<file path="src/rtl/reg4_game_sequencer.sv">
// ----------------------------------------------------------------------------
// reg4_game_sequencer
//   Round sequencer for the Reg4 reaction game. It turns start/abort/answer
//   events into rounds: an ARM delay with the servo timer held at home, a RUN
//   phase with the timer counting, then a WIN/LOSE result held on display.
//   After MAX_ROUNDS rounds it parks in DONE until the next start.
//
// Ports
//   clk            in   system clock
//   rst_n          in   asynchronous active-low reset
//   start_btn      in   debounced level, acts on rising edge
//   abort_btn      in   debounced level, acts on rising edge
//   answer_valid   in   1-cycle pulse, player submitted an answer
//   answer_correct in   qualifies answer_valid
//   time_up        in   servo timer expired (level)
//   timer_run      out  1 = servo timer counts, 0 = reset/home
//   state_code     out  0 IDLE,1 ARM,2 RUN,3 WIN,4 LOSE,5 DONE
//   round_num      out  current round, 1-based, 0 in IDLE
//   score          out  correct rounds this game (saturates at 15)
//   game_over      out  high while in DONE
// ----------------------------------------------------------------------------
module reg4_game_sequencer #(
  parameter int unsigned ARM_CYCLES    = 25_000_000,
  parameter int unsigned RESULT_CYCLES = 100_000_000,
  parameter int unsigned MAX_ROUNDS    = 5
) (
  input  logic       clk,
  input  logic       rst_n,
  input  logic       start_btn,
  input  logic       abort_btn,
  input  logic       answer_valid,
  input  logic       answer_correct,
  input  logic       time_up,
  output logic       timer_run,
  output logic [2:0] state_code,
  output logic [3:0] round_num,
  output logic [3:0] score,
  output logic       game_over
);

  typedef enum logic [2:0] {
    S_IDLE = 3'd0,
    S_ARM  = 3'd1,
    S_RUN  = 3'd2,
    S_WIN  = 3'd3,
    S_LOSE = 3'd4,
    S_DONE = 3'd5
  } state_t;

  localparam logic [31:0] ARM_LAST    = 32'(ARM_CYCLES - 1);
  localparam logic [31:0] RESULT_LAST = 32'(RESULT_CYCLES - 1);
  localparam logic [3:0]  LAST_ROUND  = 4'(MAX_ROUNDS);

  state_t      r_state;
  logic        r_timer_run;
  logic [3:0]  r_round;
  logic [3:0]  r_score;
  logic        r_game_over;
  logic        r_start_q;
  logic        r_abort_q;
  logic        r_edge_en;
  logic [31:0] r_hold_cnt;

  logic w_start_rise;
  logic w_abort_rise;
  logic w_arm_done;
  logic w_result_done;
  logic w_last_round;

  // Edge detection is held off for the first clock after reset so a button
  // already held high across reset release does not count as a press.
  assign w_start_rise  = r_edge_en & start_btn & ~r_start_q;
  assign w_abort_rise  = r_edge_en & abort_btn & ~r_abort_q;
  assign w_arm_done    = (r_hold_cnt == ARM_LAST);
  assign w_result_done = (r_hold_cnt == RESULT_LAST);
  assign w_last_round  = (r_round == LAST_ROUND);

  assign state_code = r_state;
  assign timer_run  = r_timer_run;
  assign round_num  = r_round;
  assign score      = r_score;
  assign game_over  = r_game_over;

  always_ff @(posedge clk or negedge rst_n) begin
    if (!rst_n) begin
      r_state     <= S_IDLE;
      r_timer_run <= 1'b0;
      r_round     <= '0;
      r_score     <= '0;
      r_game_over <= 1'b0;
      r_start_q   <= 1'b0;
      r_abort_q   <= 1'b0;
      r_edge_en   <= 1'b0;
      r_hold_cnt  <= '0;
    end else begin
      r_edge_en <= 1'b1;
      r_start_q <= start_btn;
      r_abort_q <= abort_btn;

      if (w_abort_rise && (r_state != S_IDLE)) begin
        r_state     <= S_IDLE;
        r_timer_run <= 1'b0;
        r_round     <= '0;
        r_score     <= '0;
        r_game_over <= 1'b0;
        r_hold_cnt  <= '0;
      end else begin
        case (r_state)
          S_IDLE: begin
            if (w_start_rise) begin
              r_state     <= S_ARM;
              r_timer_run <= 1'b0;
              r_round     <= 4'd1;
              r_score     <= '0;
              r_hold_cnt  <= '0;
            end
          end

          S_ARM: begin
            if (w_arm_done) begin
              r_state     <= S_RUN;
              r_timer_run <= 1'b1;
              r_hold_cnt  <= '0;
            end else begin
              r_hold_cnt <= r_hold_cnt + 32'd1;
            end
          end

          S_RUN: begin
            // An answer in the same cycle as time_up takes precedence.
            if (answer_valid) begin
              r_timer_run <= 1'b0;
              r_hold_cnt  <= '0;
              if (answer_correct) begin
                r_state <= S_WIN;
                if (r_score != 4'hF) r_score <= r_score + 4'd1;
              end else begin
                r_state <= S_LOSE;
              end
            end else if (time_up) begin
              r_state     <= S_LOSE;
              r_timer_run <= 1'b0;
              r_hold_cnt  <= '0;
            end
          end

          S_WIN, S_LOSE: begin
            if (w_result_done) begin
              r_hold_cnt <= '0;
              if (w_last_round) begin
                r_state     <= S_DONE;
                r_game_over <= 1'b1;
              end else begin
                r_state <= S_ARM;
                r_round <= r_round + 4'd1;
              end
            end else begin
              r_hold_cnt <= r_hold_cnt + 32'd1;
            end
          end

          S_DONE: begin
            if (w_start_rise) begin
              r_state     <= S_ARM;
              r_game_over <= 1'b0;
              r_round     <= 4'd1;
              r_score     <= '0;
              r_hold_cnt  <= '0;
            end
          end

          default: begin
            r_state     <= S_IDLE;
            r_timer_run <= 1'b0;
            r_round     <= '0;
            r_score     <= '0;
            r_game_over <= 1'b0;
            r_hold_cnt  <= '0;
          end
        endcase
      end
    end
  end

endmodule

</file>
<file path="config.mk">
export PLATFORM = sky130hd
export DESIGN_NAME = reg4_game_sequencer
export DESIGN_NICKNAME = d
export VERILOG_FILES = /design/src/rtl/reg4_game_sequencer.sv
export SDC_FILE = /design/constraint.sdc
export NUM_CORES = 1
export LEC_CHECK = 0
export CORE_AREA = 2 2 79 73
export DETAILED_ROUTE_END_ITERATION = 8
export DIE_AREA = 0 0 81 75
export PLACE_DENSITY = 0.76
export SETUP_SLACK_MARGIN = 0.05
export SLEW_MARGIN = 20
export SYNTH_ARGS = -nofsm -noshare
export SYNTH_HDL_FRONTEND = slang
export SYNTH_SLANG_ARGS = --single-unit
</file>
<file path="constraint.sdc">
create_clock -name clk -period 7.25 [get_ports clk]
set_input_delay 1.0875 -clock clk [delete_from_list [all_inputs] [get_ports clk]]
set_output_delay 1.0875 -clock clk [all_outputs]
set_load 0.1 [all_outputs]
</file>
== Word-level counts from Yosys, hierarchy flattened ==
Index checks and enable logic that the tools add are counted.
Storage, ports and cells
  register bits: 48
  input bits: 7
  word-level logic and storage cells: 94
Cells by class
  $add $sub $neg: 3
  eq/ne operators: 24
  multiplexer cells: 37
  bitwise operators: 6
  reduce and logical (&&, ||, !) cells: 15
Operator list (count)
  $mux 32: 6
  $pmux 32 s4: 1
  $mux 4: 9
  $add 32x1->32 const B: 1
  $eq 32x25->1 const B: 1
  $eq 32x27->1 const B: 1
  $ne 3x3->1 const B: 9
  $mux 3: 8
  $pmux 4 s3: 2
  $reduce_and 4->1: 4
  $pmux 3 s4: 1
  $reduce_or 3->1: 3
  $add 4x1->4 const B: 2
  $mux 1: 8
  $ne 2x1->1 const B: 4
  $ne 4x4->1 const B: 2
  $eq 3x2->1 const B: 2
  $eq 3x3->1 const B: 2
  $reduce_or 2->1: 3
  $reduce_and 5->1: 1
  $and 1x1->1: 4
  $eq 4x3->1 const B: 1
  $pmux 1 s4: 1
  $eq 3x1->1 const B: 1
  7 further kinds: 8

== Logic depth before layout (Yosys ltp) ==
  depth after elaboration: 6
  mapped depth: 8
  depth with buffers taken out: 8

== Worst setup path after synthesis ==
OpenSTA, ideal clock, no wires.
  path type: register to register
  start: register r_state[1], in the netlist state_code[1]
  end: register r_hold_cnt[10]
  setup time: 82 ps
  data arrival time: 2655 ps
  path slack: 4513 ps
  stages on the path, launching flop included: 8
  path buffers: 3
  cells stage by stage: dfrtp_1 buf_2 or3b_2 o22ai_1 a21oi_1 clkbuf_1 clkbuf_1 a31oi_1
Between the ends
  word-level cells in the longest chain between the ends: 4
Ends and longest elaborated chain
  from (decl): line 54  | state_t r_state;
  from (signal assigned): line 86  | r_state <= S_IDLE;
  from (signal assigned): line 101  | r_state <= S_IDLE;
  from (signal assigned): line 111  | r_state <= S_ARM;
  $eq 3x3->1 (tied with other cells): line 108  | case (r_state)
  $reduce_or 2->1 (no line) or $logic_and 1x1->1 (tied branches)
  $pmux 32 s4 (tied with other cells): line 108
  $mux 32 or $reduce_and 2->1 (tied branches)
  to (signal assigned): line 125  | r_hold_cnt <= r_hold_cnt + 32'd1;
  to (signal assigned): line 158  | r_hold_cnt <= r_hold_cnt + 32'd1;
  to (decl): line 62  | logic [31:0] r_hold_cnt;
Several ways; a longest one is shown, not always the timed one.
A chain may end at the register's enable or synchronous reset.

== Worst setup path after layout ==
  start: register r_state[1], in the netlist state_code[1]
  end: output port state_code[1]
RTL lines
  to (decl): line 35  | output logic [2:0] state_code,
No word-level cell between the ends.

==> metrics.md <==
| Metric | Value |
|---|---|
| Core area | `5190 um^2` |
| Final Routed Wirelength | `6.84 mm` |
| Post-CTS Hold Fix Bufs | `0` |
| Residual DRC | `0` |
| Num Clock Sinks | `48` |
| Internal | `0.520 mW` |
| Class of the worst hold path | `reg -> reg` |
| Vias | `2660` |
| R2r worst-path depth | `7` |
| Final worst slack | `3900 ps` |
| Crit Path Class | `reg -> out` |
| P_sw | `0.500 mW` |
| Iter 0 DRT Violations | `191` |
| Antenna viol nets, final | `0` |
| Synth Cell Area | `2910 um^2` |
| Hold_ws | `490 ps` |
| Setup crit end | `state_code[1]` |
| Lkg Pwr | `1.34 nW` |
| Max Cap Viol | `0` |
| Post-CTS Setup Bufs | `0` |
| Clk slew on worst S/H paths | `90 ps` |
| Final Power | `1.02 mW` |
| Top FF cell, synth | `dfrtp_1` |
| Worst Path Max Fanout | `20` |
| Die ar. | `6080 um^2` |
| Sequential Power Share | `35.1%` |
| Critical Path Stages | `1` |
| H-tree depth | `2` |
| Period utilization | `46.2%` |
| Most frequent cells in the layout | `48 x dfrtp_1, 39 x nand2_1, 25 x nor2_1, 25 x nand3_1, 20 x a31oi_1` |
| I/O Pins | `20` |
| Worst vdd ir | `199 uV` |
| Initial antenna violation count | `0` |
| CTS tree | `yes` |
| Max_slew headroom | `35.1%` |
| Clk root buf | `clkbuf_8` |
| Minimum clock period | `3350 ps` |
| Via density | `6.47` |
| Vias in the first global route | `2390` |
| Final std cells w/o fill | `411` |
| Worst path required time | `6160 ps` |
| Asr flop ratio synth | `100%` |
| Clock latency on the worst-skew pair | `300 ps` |
| Register area share after synthesis | `41.2%` |
| Overall routing resource usage | `25.0%` |
| Cell Chain, Critical Path | `clkdlybuf4s50_1` |
| Clock skew | `8.69 ps` |
| Yosys reg bits | `48` |
| Layout cells sized above 1 | `8.14%` |
| Synthesized Nets | `340` |
| Final Hold Vio Count | `0` |
| Largest buffer count on any clock path | `2` |
| Maximum clock frequency | `299 MHz` |
| Arr. time, crit path | `2260 ps` |
| Synth cell types | `63` |
| Grt total ovfl | `0` |
| Internal reg-to-reg setup slack | `4360 ps` |
| Endpoint class of the critical path | `primary output` |
| First-pass GRT wire length | `11.7 mm` |
| Area Overhead vs Synth | `9.19%` |
| Slew Limit Fails | `0` |
| Setup TNS Final | `0 ps` |
| Synthesis Warnings | `0` |
| Combinational power share | `48.9%` |
| Initial core utilization | `56.1%` |
| First-pass iteration count of the detailed router | `5` |
| Wire per inst | `16.6 um` |
| CTS resizes | `0` |
| Height of the die | `75 um` |
| Ant diodes | `0` |
| CP max stage delay | `1240 ps` |
| PortBufs | `19` |
| Routability cong. | `0.851` |
| # rows | `25` |
| Largest net degree at the start of global routing | `49` |
| CP delay by family, top | `buffers and inverters` |
| Slowest CP cell | `clkdlybuf4s50_1` |
| Worst path bufs/invs | `1` |
| Reg-to-Reg Start | `r_hold_cnt[23]` |
| Pre-CTS WS | `3750 ps` |
| Power per cell area | `321 nW/um^2` |
| Fin nets | `354` |
| Worst Tran Pin Value | `970 ps` |
| Syn Area/Cell | `8.85 um^2` |
| Post-synth EDFFs | `0` |
| RSZ-0062 raised after global routing | `false` |
| Setup violators final | `0` |
| # fillers | `475` |
| Sw Share | `49.0%` |
| Outcome | `completed` |
| Die span in x | `81 um` |
| Cells after Synth | `329` |
| Final HPWL DP | `4.68 mm` |
| Critical path launch point type | `flop` |
| CP startpoint | `state_code[1]` |
| Clock network fraction of design power | `16.1%` |
| Worst r2r dst | `state_code[1]` |
| Inst Count DP | `403` |
| Most common cell after layout, fill and taps aside | `dfrtp_1` |
| CTS buffer count | `5` |
## cells in the mapped netlist (4+ instances only)
master	instances	area [um^2]
nand3b_1	6	45.0
or4_1	5	37.5
o31ai_1	4	30.0
and3_1	7	43.8
a21oi_1	15	75.1
buf_2	4	20.0
o21ai_0	19	95.1
a31oi_1	20	125
clkbuf_1	5	18.8
nor4_1	4	25.0
nand4_1	12	75.1
inv_1	9	33.8
nand3_1	25	125
nand2_1	39	146
xor2_1	7	61.3
nor2_1	25	93.8
nor3_1	4	20.0
ha_1	4	50.1
dfrtp_1	48	1200
or3_2	5	37.5
## through the flow
step | util, % | area, um^2
final | 61.3 | 3180
after global placement | 59.5 | 3090
after detailed placement | 59.5 | 3090
after CTS | 61.2 | 3180
after floorplan | - | 2910
after global routing | 61.3 | 3180
## power groups by stage
stage | clock, mW | combinational [mW] | sequential (mW)
floorplan | 0 | 0.311 | 0.441
global placement | 0 | 0.485 | 0.360
detailed placement | 0 | 0.492 | 0.362
CTS | 0.169 | 0.495 | 0.356
global route | 0.180 | 0.541 | 0.368
finish | 0.164 | 0.498 | 0.358
## kinds of logic (layout without fill, tap and decap cells)
family	Yosys count	in the layout	share of synthesized area, %
compound gates	86	86	19.8
flops	48	48	41.2
xor+xnor	8	8	2.41
simple gates	159	159	29.9
other cells	1	1	0.129
buf+inv	23	38	4.90
fa+ha+maj	4	4	1.72
## cell type report
type | count | area, um^2 | share of cell area [%]
Inverter | 9 | 33.8 | 1.06
Multi-Input combinational cell | 258 | 1570 | 49.3
Timing Repair Buffer | 21 | 203 | 6.37
Clock buffer | 8 | 90.1 | 2.83
Sequential cell | 48 | 1200 | 37.8
Tap cell | 67 | 83.8 | 2.64
## layer usage
layer | track usage (%) | share of wire [%] | vias to the layer above
met5 | 0 | 0 | -
met4 | 6.21 | 0.95 | 0
met3 | 4.44 | 5.8 | 9
met2 | 37.5 | 45 | 88
met1 | 37.8 | 49 | 1299
li1 | - | - | 1264
## registers in the layout (all words and copies together) (netlist names)
| name | count |
|---|---|
| game_over | 1 |
| score | 4 |
| r_hold_cnt | 32 |
| r_abort_q | 1 |
| round_num | 4 |
| r_edge_en | 1 |
| timer_run | 1 |
| r_start_q | 1 |
| state_code | 3 |
## worst min path at each step
| stage | startpoint | endpoint | cells after the start |
|---|---|---|---|
| 2_1_floorplan | r_hold_cnt[28] | r_hold_cnt[28] | 1 |
| 3_3_place_gp | game_over | game_over | 1 |
| 3_5_place_dp | game_over | game_over | 1 |
| 4_1_cts | game_over | game_over | 1 |
| 5_1_grt | score[3] | score[3] | 1 |
| 6_report | game_over | game_over | 1 |
Power figures use the tool's default switching activity.
==> edit 1 (config.mk and constraints unchanged) <==
Register the output `game_over` once more, with the module's reset; this adds one clock of latency there. The other outputs are not delayed to match.
--- a/src/rtl/reg4_game_sequencer.sv
+++ b/src/rtl/reg4_game_sequencer.sv
@@ -80,5 +80,11 @@
   assign round_num  = r_round;
   assign score      = r_score;
-  assign game_over  = r_game_over;
+  always_ff @(posedge clk or negedge rst_n) begin
+    if (!rst_n) begin
+      game_over <= '0;
+    end else begin
+      game_over <= r_game_over;
+    end
+  end
 
   always_ff @(posedge clk or negedge rst_n) begin
Formal check against the unedited RTL: same outputs for any inputs over 10 cycles, from zero or initial values and one cycle with rst_n low; that may be too few to reach the edited logic, so the function may still have changed.
==> edit 1 against the original RTL <==
Power grew 11%; via count is 0.98% higher; clock skew increased by 3.9 ps; sequential cell count rose by 1; critical path type is now in2reg; fmax is 1.1% lower; routed wire length up 0.75%; register-to-register slack better by 280 ps; largest cell class unchanged; cell area grew 2.8%; synthesized area grew 3.2%; setup slack lost 36 ps.
==> edit 1: results (changes against the original RTL) <==
whs_ps: 400.0  # -90.12 ps
timing.critical_path.arrival_ps: 3620  # +1360 ps
post-route-worst-setup-slack_ps: 3866  # -35.90 ps
antenna_violations_before_repair: 0  # unchanged
peakVddDrop_v: 0.0002426  # +22%
finalNonFillerCells: 410  # -0.24%
crit_path_end: "r_hold_cnt[20]"
crit_fanout: 19  # -5.0%
crit_path_max_incr_delay_ps: 660  # -580 ps
share_clk_of_total_power_pct: 15.0  # -1.1 points
synth_top_cells_by_area: "dfrtp_1, nand3_1, a21oi_1"
global_route.usage.total_pct: 24.80  # -0.19 points
r2r_end: "r_hold_cnt[5]"
drive_above_1_share_pct: 6.706  # -1.4 points
timing.critical_path.max_delay_family: "compound AO/OA/AOI/OAI gates"
max_slew.worst_pin.slew_ps: 972.2  # +2.004 ps
placed_instance_area_um2: 3184  # +3.1%
grt_pass1_vias: 2373  # -0.71%
sw_frac_of_total_pct: 50.06  # +1.1 points
worst_r2r_path_depth: 6  # -1
post_synth_most_frequent_cells: "dfrtp_1, nand3_1, a21oi_1, nand2_1, nor2_1"
met3_length_um: 407  # +2.3%
hold-path-cell-count: 0  # -1
cts_setup_buffers: 0  # unchanged
setup.worst_path.start: "abort_btn"
routabilityCongestion: 0.8718  # +2.5%
wl_met2_um: 2969  # -2.6%
share_seq_of_total_power_pct: 31.5  # -3.6 points
min_from: "r_game_over"
grt_max_degree: 50  # +2.0%
grt_first_pass_wirelength_um: 11600  # -1.2%
min_to: "game_over"
syn_nets: 342  # +0.59%
run_status: "completed"
met3_usage_pct: 4.796  # +0.36 points
static-leakage-power_nw: 1.345  # +0.57%
postSynthCellCount: 331  # +0.61%
wl_met1_um: 3431  # +3.2%
unique_masters_post_synth: 67  # +6.3%
switching_power_w: 0.0005686  # +14%
origin_of_the_critical_flop_to_flop_path: "state_code[0]"
dp_worst_setup_slack_ps: 3547  # -202.9 ps
dpl.hpwl_um: 4670  # -0.19%
post_drt_via_cell_ratio: 6.551  # +1.2%
reg2reg_setup_slack_ps: 4640  # +280 ps
edit 1: cell count changes in the layout (fill, tap and decap cells not counted), moves of 7 or more:
cell	delta
o21ai_0	-8
nand2_1	-17
a31oi_1	-11
nor2_1	-7
o21ai_1	+10
a21oi_1	+7
edit 1: kinds of logic (layout without fill, tap and decap cells):
logic type	Yosys count	after routing	synth area share (%)
AND/OR/NAND/NOR	144	144	27.38
AO/OA/AOI/OAI	98	98	22.35
flip-flops	49	49	40.78
buffers and inverters	26	38	4.910
XOR/XNOR	6	6	1.748
adder cells (fa/ha/maj)	4	4	1.665
multiplexers	3	3	1.040
other	1	1	0.1247
edit 1: area by class of cell:
type,instances,area [um2],area share (%)
multi-input cells,256,1633,49.92
flip-flops and latches,49,1226,37.49
repair buffers,22,207.7,6.350
clock buffers,7,86.33,2.640
well taps,67,83.83,2.563
inverters,9,33.78,1.033
==> edit 2 (config.mk and constraints unchanged) <==
Made on the original files. Set the parameter `ARM_CYCLES` to 12_500_000 (it was 25_000_000).
--- a/src/rtl/reg4_game_sequencer.sv
+++ b/src/rtl/reg4_game_sequencer.sv
@@ -21,5 +21,5 @@
 // ----------------------------------------------------------------------------
 module reg4_game_sequencer #(
-  parameter int unsigned ARM_CYCLES    = 25_000_000,
+  parameter int unsigned ARM_CYCLES    = 12_500_000,
   parameter int unsigned RESULT_CYCLES = 100_000_000,
   parameter int unsigned MAX_ROUNDS    = 5
Behaviour: no difference found for any inputs over 10 cycles, from zero or initial values and one cycle with rst_n low; that may be too few to reach the edited logic, so the function may still have changed.
==> edit 2 against the original RTL <==
Sequential share of layout area is 0.56 points lower; cell area is 1.5% higher; synthesized area increased by 0.73%; power down 3.2%; setup slack worse by 20 ps; worst hold slack gained 35 ps; largest cell class unchanged; via count grew 0.23%; routed wire length fell by 2.5%; sequential cell count unchanged; critical endpoint is now state_code[0]; die area stayed put.
==> edit 2: results (changes against the original RTL) <==
crit_fanout: 24  # +20%
route.detailed.wl_per_inst_um: 16.33  # -1.8%
n_fill_cell: 470  # -1.1%
final-clk-cell-share_pct: 2.868  # +0.036 points
static-leakage-power_nw: 1.301  # -2.7%
run_status: "completed"
syn_nets: 338  # -0.59%
synthDominantCellAreaShare_pct: 40.94  # -0.30 points
worst_ep_required_time_ps: 7440  # +1280 ps
dp_worst_setup_slack_ps: 3581  # -169.3 ps
multi_input_cells: 259  # +0.39%
crit_path_max_incr_delay_ps: 530  # -710 ps
placed_instance_area_um2: 3133  # +1.5%
power.density_cell_area_nw_per_um2: 305.8  # -4.6%
synth_top_cells_by_area: "dfrtp_1, nand3_1, nand2_1"
proportion_of_cell_area_occupied_by_multi_input_gates_pct: 50.46  # +1.1 points
dpl.hpwl_um: 4714  # +0.76%
grt_first_pass_wirelength_um: 11030  # -6.0%
synth-compound-area-share_pct: 19.87  # +0.11 points
route.final.wire_length_um: 6661  # -2.5%
flops_and_latches: 48  # unchanged
finalClockSkew_ps: 7.253  # -1.441 ps
layout.buffer.nonclock.area_share_pct: 6.279  # -0.094 points
routabilityCongestion: 0.8736  # +2.7%
grt_pass1_vias: 2249  # -5.9%
## edit 2: power breakdown
part | switching (W) | total, W | internal (W)
sequential | 0.0000498 | 0.000340 | 0.000290
clock | 0.0000908 | 0.000167 | 0.0000763
combinational | 0.000338 | 0.000480 | 0.000142
## edit 2: final timing paths
kind                            slack (ps)  cells after the start        endpoint
worst max-delay path                  3880                      8   state_code[0]
worst min-delay path                   520                      1   r_hold_cnt[0]
min in group asynchronous              780                      1        score[2]
worst min register to register         520                      1   r_hold_cnt[0]
worst max register to register        4360                      8  r_hold_cnt[11]
max in group asynchronous             6060                      1    round_num[1]
## edit 2: metal layers
metal	up-vias	global-route usage (%)	part of all wire, %
met3	13	3.597	6.6
met5	-	0	0
met1	1279	38.44	50
met4	0	7.345	1.7
li1	1261	-	-
met2	113	32.51	41
## edit 2: worst register-to-register path: stages, from the launching register on
cell and delay [ps]:
dfrtp_1 410, ha_1 290, nand4_1 150, or2_2 390, nor4_4 550, o2bb2ai_2 290, buf_4 290, and3_1 200
a211o_1 220
